## src/rtl/rx_matrix_loader.sv

```systemverilog
// rx_matrix_loader
// Frame controller between the UART receiver and the NPU matrix buffer RAM.
// It detects the rising edge of the receiver's byte-done signal and parses the
// byte stream:
//   SYNC_BYTE, rows, cols, rows*cols payload bytes, XOR checksum
// Payload bytes are written row-major (index r*cols + c) into the buffer.
// The compute sequencer is told whether each frame completed or was rejected.
//
// Ports
//   clk, rst           clock and asynchronous active-low reset
//   rxDone, rxData     receiver byte-done level and byte; a byte is taken only
//                      on the rising edge of rxDone
//   mem_we/addr/wdata  buffer write port, one single-cycle strobe per payload byte
//   busy               high whenever the parser is inside a frame
//   frame_done         one-cycle pulse when a frame is accepted
//   frame_error        one-cycle pulse when a frame is rejected
//   err_code           latched cause: 0 none, 1 bad dims, 2 checksum, 3 timeout
//   rows_o, cols_o     dimensions of the last accepted frame
//
// Handshake: there is no back-pressure. A byte event is rxDone=1 while rxDone
// was 0 in the previous cycle. rxData is sampled in that cycle. Every effect of
// the byte is visible on the registered outputs one cycle later.
module rx_matrix_loader #(
    parameter int          ADDR_W    = 8,
    parameter int          MAX_DIM   = 16,
    parameter logic [7:0]  SYNC_BYTE = 8'hA5,
    parameter int          TIMEOUT   = 50000
) (
    input  logic              clk,
    input  logic              rst,
    input  logic              rxDone,
    input  logic [7:0]        rxData,
    output logic              mem_we,
    output logic [ADDR_W-1:0] mem_addr,
    output logic [7:0]        mem_wdata,
    output logic              busy,
    output logic              frame_done,
    output logic              frame_error,
    output logic [1:0]        err_code,
    output logic [7:0]        rows_o,
    output logic [7:0]        cols_o
);

    localparam int         TW        = $clog2(TIMEOUT + 1);
    localparam logic [TW-1:0] TMO_LAST = TW'(TIMEOUT - 1);
    localparam logic [7:0] MAX_DIM_B = 8'(MAX_DIM);

    localparam logic [2:0] S_IDLE    = 3'd0;
    localparam logic [2:0] S_HDR_R   = 3'd1;
    localparam logic [2:0] S_HDR_C   = 3'd2;
    localparam logic [2:0] S_PAYLOAD = 3'd3;
    localparam logic [2:0] S_CHECK   = 3'd4;

    logic [2:0]        state_q, state_d;
    logic              rx_done_prev_q, rx_done_prev_d;
    logic [7:0]        rows_q, rows_d;
    logic [7:0]        cols_q, cols_d;
    logic [15:0]       total_q, total_d;
    logic [15:0]       idx_q, idx_d;
    logic [7:0]        chk_q, chk_d;
    logic [TW-1:0]     timer_q, timer_d;
    logic              mem_we_q, mem_we_d;
    logic [ADDR_W-1:0] mem_addr_q, mem_addr_d;
    logic [7:0]        mem_wdata_q, mem_wdata_d;
    logic              frame_done_q, frame_done_d;
    logic              frame_error_q, frame_error_d;
    logic [1:0]        err_code_q, err_code_d;
    logic [7:0]        rows_o_q, rows_o_d;
    logic [7:0]        cols_o_q, cols_o_d;

    logic              byte_ev;
    logic              timed_out;
    logic [15:0]       idx_inc;

    assign byte_ev   = rxDone & ~rx_done_prev_q;
    // The timer holds the number of cycles since the last byte event, minus one.
    // The check fires in the cycle that would bring the count to TIMEOUT, so the
    // error pulse is visible exactly TIMEOUT cycles after that byte's own outputs.
    assign timed_out = (state_q != S_IDLE) && (timer_q == TMO_LAST);
    assign idx_inc   = idx_q + 16'd1;

    always_comb begin
        state_d        = state_q;
        rx_done_prev_d = rxDone;
        rows_d         = rows_q;
        cols_d         = cols_q;
        total_d        = total_q;
        idx_d          = idx_q;
        chk_d          = chk_q;
        timer_d        = (state_q == S_IDLE || byte_ev) ? '0 : timer_q + TW'(1);
        mem_we_d       = 1'b0;
        mem_addr_d     = mem_addr_q;
        mem_wdata_d    = mem_wdata_q;
        frame_done_d   = 1'b0;
        frame_error_d  = 1'b0;
        err_code_d     = err_code_q;
        rows_o_d       = rows_o_q;
        cols_o_d       = cols_o_q;

        if (timed_out) begin
            // A byte arriving in this same cycle is deliberately dropped.
            frame_error_d = 1'b1;
            err_code_d    = 2'd3;
            state_d       = S_IDLE;
            timer_d       = '0;
        end else if (byte_ev) begin
            case (state_q)
                S_IDLE: begin
                    if (rxData == SYNC_BYTE) state_d = S_HDR_R;
                end
                S_HDR_R: begin
                    rows_d  = rxData;
                    state_d = S_HDR_C;
                end
                S_HDR_C: begin
                    cols_d = rxData;
                    if (rows_q == 8'd0 || rows_q > MAX_DIM_B ||
                        rxData == 8'd0 || rxData > MAX_DIM_B) begin
                        frame_error_d = 1'b1;
                        err_code_d    = 2'd1;
                        state_d       = S_IDLE;
                    end else begin
                        total_d = {8'd0, rows_q} * {8'd0, rxData};
                        idx_d   = 16'd0;
                        chk_d   = 8'd0;
                        state_d = S_PAYLOAD;
                    end
                end
                S_PAYLOAD: begin
                    mem_we_d    = 1'b1;
                    mem_addr_d  = idx_q[ADDR_W-1:0];
                    mem_wdata_d = rxData;
                    chk_d       = chk_q ^ rxData;
                    idx_d       = idx_inc;
                    if (idx_inc == total_q) state_d = S_CHECK;
                end
                S_CHECK: begin
                    if (rxData == chk_q) begin
                        frame_done_d = 1'b1;
                        err_code_d   = 2'd0;
                        rows_o_d     = rows_q;
                        cols_o_d     = cols_q;
                    end else begin
                        frame_error_d = 1'b1;
                        err_code_d    = 2'd2;
                    end
                    state_d = S_IDLE;
                end
                default: state_d = S_IDLE;
            endcase
        end
    end

    always_ff @(posedge clk or negedge rst) begin
        if (!rst) begin
            state_q        <= S_IDLE;
            // Starting high means an rxDone level already high at release is not a byte.
            rx_done_prev_q <= 1'b1;
            rows_q         <= '0;
            cols_q         <= '0;
            total_q        <= '0;
            idx_q          <= '0;
            chk_q          <= '0;
            timer_q        <= '0;
            mem_we_q       <= 1'b0;
            mem_addr_q     <= '0;
            mem_wdata_q    <= '0;
            frame_done_q   <= 1'b0;
            frame_error_q  <= 1'b0;
            err_code_q     <= '0;
            rows_o_q       <= '0;
            cols_o_q       <= '0;
        end else begin
            state_q        <= state_d;
            rx_done_prev_q <= rx_done_prev_d;
            rows_q         <= rows_d;
            cols_q         <= cols_d;
            total_q        <= total_d;
            idx_q          <= idx_d;
            chk_q          <= chk_d;
            timer_q        <= timer_d;
            mem_we_q       <= mem_we_d;
            mem_addr_q     <= mem_addr_d;
            mem_wdata_q    <= mem_wdata_d;
            frame_done_q   <= frame_done_d;
            frame_error_q  <= frame_error_d;
            err_code_q     <= err_code_d;
            rows_o_q       <= rows_o_d;
            cols_o_q       <= cols_o_d;
        end
    end

    assign busy        = (state_q != S_IDLE);
    assign mem_we      = mem_we_q;
    assign mem_addr    = mem_addr_q;
    assign mem_wdata   = mem_wdata_q;
    assign frame_done  = frame_done_q;
    assign frame_error = frame_error_q;
    assign err_code    = err_code_q;
    assign rows_o      = rows_o_q;
    assign cols_o      = cols_o_q;

endmodule

```

## config.mk

```make
export PLATFORM = sky130hd
export DESIGN_NAME = rx_matrix_loader
export DESIGN_NICKNAME = d
export VERILOG_FILES = /design/src/rtl/rx_matrix_loader.sv
export SDC_FILE = /design/constraint.sdc
export NUM_CORES = 1
export LEC_CHECK = 0
export ABC_AREA = 1
export BUFFER_PORTS_ARGS = -buffer_cell sky130_fd_sc_hd__buf_2
export CORE_ASPECT_RATIO = 2
export CORE_MARGIN = 5
export CORE_UTILIZATION = 55
export CTS_BUF_LIST = sky130_fd_sc_hd__clkbuf_4 sky130_fd_sc_hd__clkbuf_8
export DETAILED_ROUTE_END_ITERATION = 10
export PLACE_DENSITY_LB_ADDON = 0.08
export REMOVE_ABC_BUFFERS = 1
export SYNTH_ARGS = -nofsm -noshare
export SYNTH_HDL_FRONTEND = slang
export SYNTH_SLANG_ARGS = --single-unit
```

## constraint.sdc

```tcl
create_clock -name clk -period 10.9 [get_ports clk]
set_input_delay 0.545 -clock clk [delete_from_list [all_inputs] [get_ports clk]]
set_output_delay 0.545 -clock clk [all_outputs]
set_load 0.01 [all_outputs]
```

==> out/qor.txt, run 1 <==
Main synth FF type -> dfrtp_1
Initial Util -> 55.58%
Die H -> 177.1 µm
Max-slew headroom -> 22.42%
Final Hold Fails -> 0
Synthesized flop and latch total -> 113
Final GP Congestion -> 0.8801
Status -> complete, no violations
CTS buffer count -> 17
CP required -> 11.22 ns
Hold Crit Class -> in -> async
Grt ovf -> 0
Drt drc -> 0
Vias in the first global route -> 6,562
Count leader, synth -> nand2_1
Post-synth ARST share -> 100.0%
R2r setup slk -> 6.65 ns
Routed WL per cell -> 14.64 µm
Vias/cell -> 5.091
Reg2reg path depth -> 16
Avg Synthesized Cell Area -> 7.900 µm²
Starting DRT DRC Count -> 225
Power density cells -> 286.3 nW/µm²
Initial antenna violation count -> 0
RR Endpoint -> total_q[13]
Die W -> 93.55 µm
Most frequent cells after synthesis -> nand2_1, inv_1, dfrtp_1, nor2_1, o21ai_0
Largest area contributor in the netlist -> dfrtp_1
Synth warn -> 0
Dominant cells by area after synthesis -> dfrtp_1, nand2_1, fa_1, inv_1, ha_1
Clock Tree Buf Depth -> 2
Number of buffers added for setup after CTS -> 0
Arr. time, crit path -> 4.57 ns
RSZ-0062 raised after global routing -> false
Dpl hpwl -> 13,780 µm
Drt first pass iters -> 4
Final setup violating endpoints -> 0
CTS root buffer -> clkbuf_8
First-pass GRT wire length -> 30,420 µm
Post-synth top area share -> 36.50%
Setup_tns -> 0 ns
CP Capture Type -> flip-flop
H-tree levels -> 4
Syn-to-layout area delta -> 9.483%
Peak VDD IR -> 136.5 µV
CTS tree -> yes
Die area -> 16,570 µm²
Post-cts resize count -> 0
Tmin final -> 4.249 ns
Total GRT Usage -> 23.55%
Worst slew pin tran -> 1.160 ns
Tcrit/Tclk final -> 38.98%
FILL cells -> 1,310
Row Count -> 61
Slew Limit Fails -> 0
WL final -> 17,740 µm
Critical path class -> reg -> reg
Clock-pin slew on the worst setup and hold paths -> 0.08 ns
CP max FO -> 10
Vias -> 6,170
Number of synthesized flops with an enable pin -> 0
Core box area -> 13,810 µm²
DRT antenna net count -> 0
Layout cell share with drive strength beyond 1 -> 12.32%
Fin worst setup slack -> 6.651 ns
Top Ports -> 49
CTS Sinks -> 113
Clk Latency, worst-skew pair -> 0.43 ns
CP startpoint kind -> flip-flop
Post-synthesis cell type count -> 43
Sequential area share after synthesis -> 36.84%
Synth Instances -> 972
Worst Skew -> 0.01588 ns
Worst r2r src -> rows_q[2]
Setup WS pre-CTS -> 6.493 ns
Post-Place Cells -> 1,180
Hold buffers post-CTS -> 0
Port bufs -> 48
Synthesized area -> 7679 µm²
Leak pwr -> 4.671 nW
Fmax -> 235.3 MHz
Final #Nets -> 1,095
Max Cap Viol -> 0
Ant. Diodes -> 0
Largest net degree at the start of global routing -> 66
Non-Filler Instances -> 1,212
registers in the layout (all words and copies together), names as in the netlist, 2 cells and up:
register / flops
mem_addr: 8
rows_o: 8
idx_q: 16
state_q: 3
total_q: 16
err_code: 2
cols_q: 8
cols_o: 8
timer_q: 16
rows_q: 8
mem_wdata: 8
chk_q: 8
stage by stage:
step / util (%) / total power, W / hold slack (ns) / instance area [µm²]
after floorplan: - / 0.001693 / 0.2494 / 7513
after global placement: 57.97 / 0.001993 / 0.4525 / 8008
after detailed placement: 57.97 / 0.002019 / 0.4570 / 8008
after CTS: 60.86 / 0.002436 / 0.1985 / 8407
after global routing: 60.86 / 0.002693 / 0.2002 / 8407
final: 60.86 / 0.002407 / 0.2108 / 8407
worst max-delay path by stage:
stage	start	endpoint	slack, ns
global route	rows_q[2]	total_q[14]	6.34
floorplan	rxData[7]	total_q[13]	6.92
detailed placement	rxData[4]	total_q[13]	6.49
global placement	rxData[7]	total_q[14]	6.54
CTS	rows_q[3]	total_q[12]	6.67
finish	rows_q[2]	total_q[13]	6.65
area by class of cell:
| class | instances | area [µm²] | area share [%] |
|---|---|---|---|
| multi-input combinational | 638 | 3971 | 47.24 |
| sequential | 113 | 2829 | 33.65 |
| inverter | 190 | 713.2 | 8.483 |
| timing repair buffer | 50 | 257.7 | 3.066 |
| tap | 189 | 236.5 | 2.813 |
| clock buffer | 17 | 234.0 | 2.783 |
| clock inverter | 15 | 165.2 | 1.965 |
power by group:
| part | internal (W) | leakage, nW | switching [W] | total (W) |
|---|---|---|---|---|
| registers | 0.000528 | 1.45 | 0.000133 | 0.000661 |
| clock network | 0.000192 | 0.203 | 0.000214 | 0.000406 |
| logic | 0.000525 | 3.01 | 0.000815 | 0.00134 |
| total | 0.00124 | 4.67 | 0.00116 | 0.00241 |
logic make-up (layout without fill, tap and decap cells):
group	Yosys count	after routing	synth area share (%)
compound gates	107	107	7.610
xor+xnor	32	32	4.188
fa+ha+maj	74	74	15.58
buf+inv	221	272	11.44
flops	113	113	36.84
mux	1	1	0.1304
simple gates	424	424	24.21
cells in the final DEF (no fill, tap or decap), types with 3 or more instances in the layout:
master / n
o22ai_1: 18
nor2_2: 3
inv_8: 4
nor2_4: 3
fa_1: 36
inv_2: 15
nor3_1: 14
clkbuf_8: 17
a21oi_1: 23
nand3_1: 33
nand4_1: 14
xnor2_1: 8
nor2_1: 65
o21ai_1: 16
nor3_2: 7
nor3b_1: 4
inv_6: 6
xnor3_1: 3
nand2_1: 262
buf_2: 47
nand2_2: 7
o21ai_0: 42
buf_4: 3
xor2_1: 21
dfrtp_1: 112
nand3b_1: 3
inv_1: 174
ha_1: 38
critical path: stages (launching register included):
cell	delay, ns
dfrtp_1	0.62
nand2_1	0.09
inv_1	0.09
fa_1	0.44
fa_1	0.52
fa_1	0.54
inv_1	0.05
fa_1	0.52
inv_1	0.04
ha_1	0.34
a21oi_1	0.19
nand2_1	0.10
nand2_1	0.07
nand2_1	0.08
a21oi_1	0.18
xor2_1	0.16
o21ai_1	0.08
layer usage:
metal / vias up / track usage, % / part of all wire (%)
li1: 3078 / - / -
met1: 2927 / 23.52 / 36
met2: 109 / 44.73 / 56
met3: 56 / 3.234 / 2.0
met4: 0 / 14.10 / 5.5
met5: - / 0 / 0
Note: power is estimated with default switching activity, not from simulation.
==> inputs of run 2 (changes only) <==
--- a/config.mk
+++ b/config.mk
@@ -5,7 +5,7 @@
 export SDC_FILE = /design/constraint.sdc
 export NUM_CORES = 1
 export LEC_CHECK = 0
-export ABC_AREA = 1
+export ABC_AREA = 0
 export BUFFER_PORTS_ARGS = -buffer_cell sky130_fd_sc_hd__buf_2
 export CORE_ASPECT_RATIO = 2
 export CORE_MARGIN = 5
==> constraint.sdc (replaced) <==
create_clock -name clk -period 3.8 [get_ports clk]
set_input_delay 0.19 -clock clk [delete_from_list [all_inputs] [get_ports clk]]
set_output_delay 0.19 -clock clk [all_outputs]
set_load 0.01 [all_outputs]
==> run 2 against run 1 <==
The run now ends with negative setup slack left. Critical path type unchanged. Cell count down 15%. Largest power group unchanged. Die area decreased by 3.8%. Sequential power up 150%. Sequential cell count unchanged. Total power grew to 3.5 times the previous value.
==> out/qor.txt, run 2 <==
Status -> finished, violations left
Failing checks -> negative setup slack
Critical path, cell by cell -> and2_4 > fa_1 > inv_1 > fa_1 > fa_1 > fa_1 > inv_2 > ha_4 > o21a_1 > o31a_1 > o41ai_2 > buf_4 > o211ai_1 > a31oi_1 > xnor2_1 > o21ai_1
Reg power frac -> 19.3% (-8.2 points)
Non-Filler Instances -> 1,033 (-15%)
Worst Skew -> 0.01742 ns (+0.001535 ns)
CP startpoint kind -> flip-flop
Arr. time, crit path -> 4.43 ns (-0.14 ns)
Setup WS pre-CTS -> -0.5638 ns (-7.057 ns)
Fmax -> 241.6 MHz (+2.7%)
Most frequent cells after synthesis -> dfrtp_1, nand2_1, o21ai_0, inv_1, and2_1
Synth Area in Simple Gates -> 18.86% (-5.4 points)
Hold EP -> cols_q[1]
Largest net degree at the start of global routing -> 74 (+12%)
Die H -> 173.6 µm (-2.0%)
Worst r2r src -> rows_q[3]
Routed WL per cell -> 16.14 µm (+10%)
Critical path class -> reg -> reg
Post-synthesis cell type count -> 58 (+35%)
Post-synth ARST share -> 100.0% (unchanged)
Top Registers -> idx_q (16), timer_q (16), total_q (16)
Ant. Diodes -> 0 (unchanged)
Tmin final -> 4.139 ns (-0.1101 ns)
Clock Tree Buf Depth -> 2 (unchanged)
Commonest non-fill, non-tap cell in the layout -> dfrtp_1
Die area -> 15,950 µm² (-3.8%)
Initial antenna violation count -> 0 (unchanged)
Grt ovf -> 0 (unchanged)
CTS root buffer -> clkbuf_8
Count leader, synth -> dfrtp_1
Avg Synthesized Cell Area -> 9.614 µm² (+22%)
R2r setup slk -> -0.34 ns (-6.99 ns)
Largest area contributor in the netlist -> dfrtp_1
Final #Nets -> 950 (-13%)
CP Capture Type -> flip-flop
Clock Power Share -> 13.8% (-3.1 points)
Synthesized flop and latch total -> 113 (unchanged)
Area occupied by multi-input gates -> 4317 µm² (+8.7%)
CTS buffer count -> 17 (unchanged)
FF/Latch Area -> 2830 µm² (about the same)
CP dominant cell by count -> fa_1
Placed Area -> 8078 µm² (+0.88%)
CTS Sinks -> 113 (unchanged)
Tcrit/Tclk final -> 108.9% (+70 points)
Max Cap Viol -> 0 (unchanged)
Synth warn -> 0 (unchanged)
RSZ-0062 raised after global routing -> true
Power density cells -> 968.1 nW/µm² (+240%)
Initial Util -> 55.42% (-0.16 points)
Clock-pin slew on the worst setup and hold paths -> 0.08 ns (about the same)
Leak pwr -> 4.374 nW (-6.4%)
Post-Place Cells -> 987 (-16%)
Main synth FF type -> dfrtp_1
Slowest CP cell -> fa_1
Dpl hpwl -> 12,000 µm (-13%)
Final GP Congestion -> 0.8126 (-7.7%)
CP max FO -> 4 (-6)
Buffers & Inverters on Critical Path -> 3 (unchanged)
Number of synthesized flops with an enable pin -> 0 (unchanged)
Port bufs -> 48 (unchanged)
Dominant cells by area after synthesis -> dfrtp_1, fa_1, ha_1, mux2_2, nand2_1
Post-route design area -> 8791 µm² (+4.6%)
WHS Path Cells -> 2
Slew Limit Fails -> 0 (unchanged)
Hold path start -> rxData[1]
Drt first pass iters -> 5 (+1)
Switching share of power -> 40.94% (-7.3 points)
Hold Crit Class -> in -> reg
Row Count -> 60 (-1.6%)
CP required -> 4.09 ns (-7.13 ns)
Final setup violating endpoints -> 7 (+7)
Fraction of synthesized area in multiplexers -> 5.759% (+5.6 points)
Post-synth top area share -> 38.06% (+1.6 points)
Vias -> 5,684 (-7.9%)
Switching power -> 0.003484 W (+200%)
Synth Instances -> 766 (-21%)
Total GRT Usage -> 22.30% (-1.3 points)
Reg2reg path depth -> 16 (unchanged)
DRT antenna net count -> 0 (unchanged)
FILL cells -> 1,121 (-14%)
First-pass GRT wire length -> 28,590 µm (-6.0%)
Worst slew pin tran -> 0.9589 ns (-0.2010 ns)
Fin worst setup slack -> -0.3391 ns (-6.990 ns)
WL final -> 16,670 µm (-6.0%)
Vias/cell -> 5.502 (+8.1%)
Int Pwr -> 0.005027 W (+300%)
Adder-Cell Fraction of Synth Area -> 16.24% (+0.66 points)
H-tree levels -> 4 (unchanged)
Combinational share of power -> 66.9% (+11 points)
Compound-Gate Fraction of Synth Area -> 9.106% (+1.5 points)
Sequential area share after synthesis -> 38.41% (+1.6 points)
Max-slew headroom -> 35.92% (+13 points)
Commonest non-fill, non-tap cells in the layout -> dfrtp_1, nand2_1, buf_4, o21ai_0, inv_1
Post-synthesis xor/xnor area fraction -> 6.184% (+2.0 points)
Syn-to-layout area delta -> 19.37%
Clk Latency, worst-skew pair -> 0.44 ns (about the same)
Die W -> 91.83 µm (-1.8%)
Synthesized area -> 7365 µm² (-4.1%)
Top Ports -> 49 (unchanged)
Layout cell share with drive strength beyond 1 -> 27.33% (+15 points)
Starting DRT DRC Count -> 177 (-21%)
RR Endpoint -> total_q[15]
Vias in the first global route -> 5,938 (-9.5%)
Peak VDD IR -> 1019 µV (+650%)
Final Hold Fails -> 0 (unchanged)
Drt drc -> 0 (unchanged)
CTS tree -> yes
Main combinational cell family by area after synthesis -> simple AND/OR/NAND/NOR gates
CP max stage delay -> 0.54 ns (-0.08 ns)
Crit path max-delay family -> adder cells
Core box area -> 13,290 µm² (-3.8%)
run 2: cell types whose count changed in the layout (fill, tap and decap cells not counted), moves of 18 or more:
cell / change
nor2_1: -18
nand3_1: -18
nand2_1: -159
inv_1: -124
buf_4: +65
mux2_2: +35
and2_1: +41
run 2: what timing repair did:
action                                 in CTS  in global routing
hold buffers                                2                  0
setup endpoints to repair                  10                 10
gates resized for setup                    46                 12
setup buffers                              10                  2
endpoints found under the hold margin      72                  0
pin swaps                                  35                 15
run 2: worst max-delay path by stage:
stage,from,to,slack (ns),depth (start not counted)
5_1_grt,rows_q[1],total_q[15],-0.53,19
4_1_cts,rows_q[3],total_q[15],-0.43,16
3_5_place_dp,rows_q[3],total_q[15],-0.56,16
2_1_floorplan,rows_q[3],total_q[15],-0.47,15
3_3_place_gp,rows_q[3],total_q[15],-0.55,16
6_report,rows_q[3],total_q[15],-0.34,16
run 2: logic make-up (layout without fill, tap and decap cells):
family,Yosys count,after routing
buffers and inverters,101,213
XOR/XNOR,52,52
AND/OR/NAND/NOR,276,276
multiplexers,38,38
flip-flops,113,113
AO/OA/AOI/OAI,112,112
adder cells (fa/ha/maj),74,74
run 2: power groups by stage:
stage / logic [W] / clock network, W / registers [W]
floorplan: 0.00288 / 0 / 0.00168
global placement: 0.00450 / 0 / 0.00164
detailed placement: 0.00454 / 0 / 0.00166
CTS: 0.00538 / 0.00120 / 0.00164
global route: 0.00638 / 0.00126 / 0.00168
finish: 0.00570 / 0.00117 / 0.00164
run 2: final cells by class:
class / count / area share (%)
Clock buffer: 19 / 2.904
Clock inverter: 13 / 1.722
Inverter: 59 / 2.519
Multi-Input combinational cell: 552 / 49.10
Sequential cell: 113 / 32.19
Tap cell: 155 / 2.206
Timing Repair Buffer: 122 / 9.351
run 2: metrics by stage:
step | utilization, % | hold slack, ns | power [W] | setup TNS (ns)
global placement | 60.79 | 0.3336 | 0.006142 | -3.030
floorplan | - | -0.1056 | 0.004557 | -1.857
CTS | 65.70 | 0.1214 | 0.008221 | -1.862
detailed placement | 60.79 | 0.3304 | 0.006199 | -3.394
finish | 66.16 | 0.1454 | 0.008511 | -1.629
global route | 66.16 | 0.1317 | 0.009321 | -3.069
run 2: metal layers:
metal  track usage (%)  part of all wire, %  vias to the layer above
li1                  -                    -                     2754
met1             26.97                   42                     2798
met2             39.02                   53                      109
met3             3.997                  3.1                       23
met4             8.623                  2.3                        0
met5                 0                    0                        -
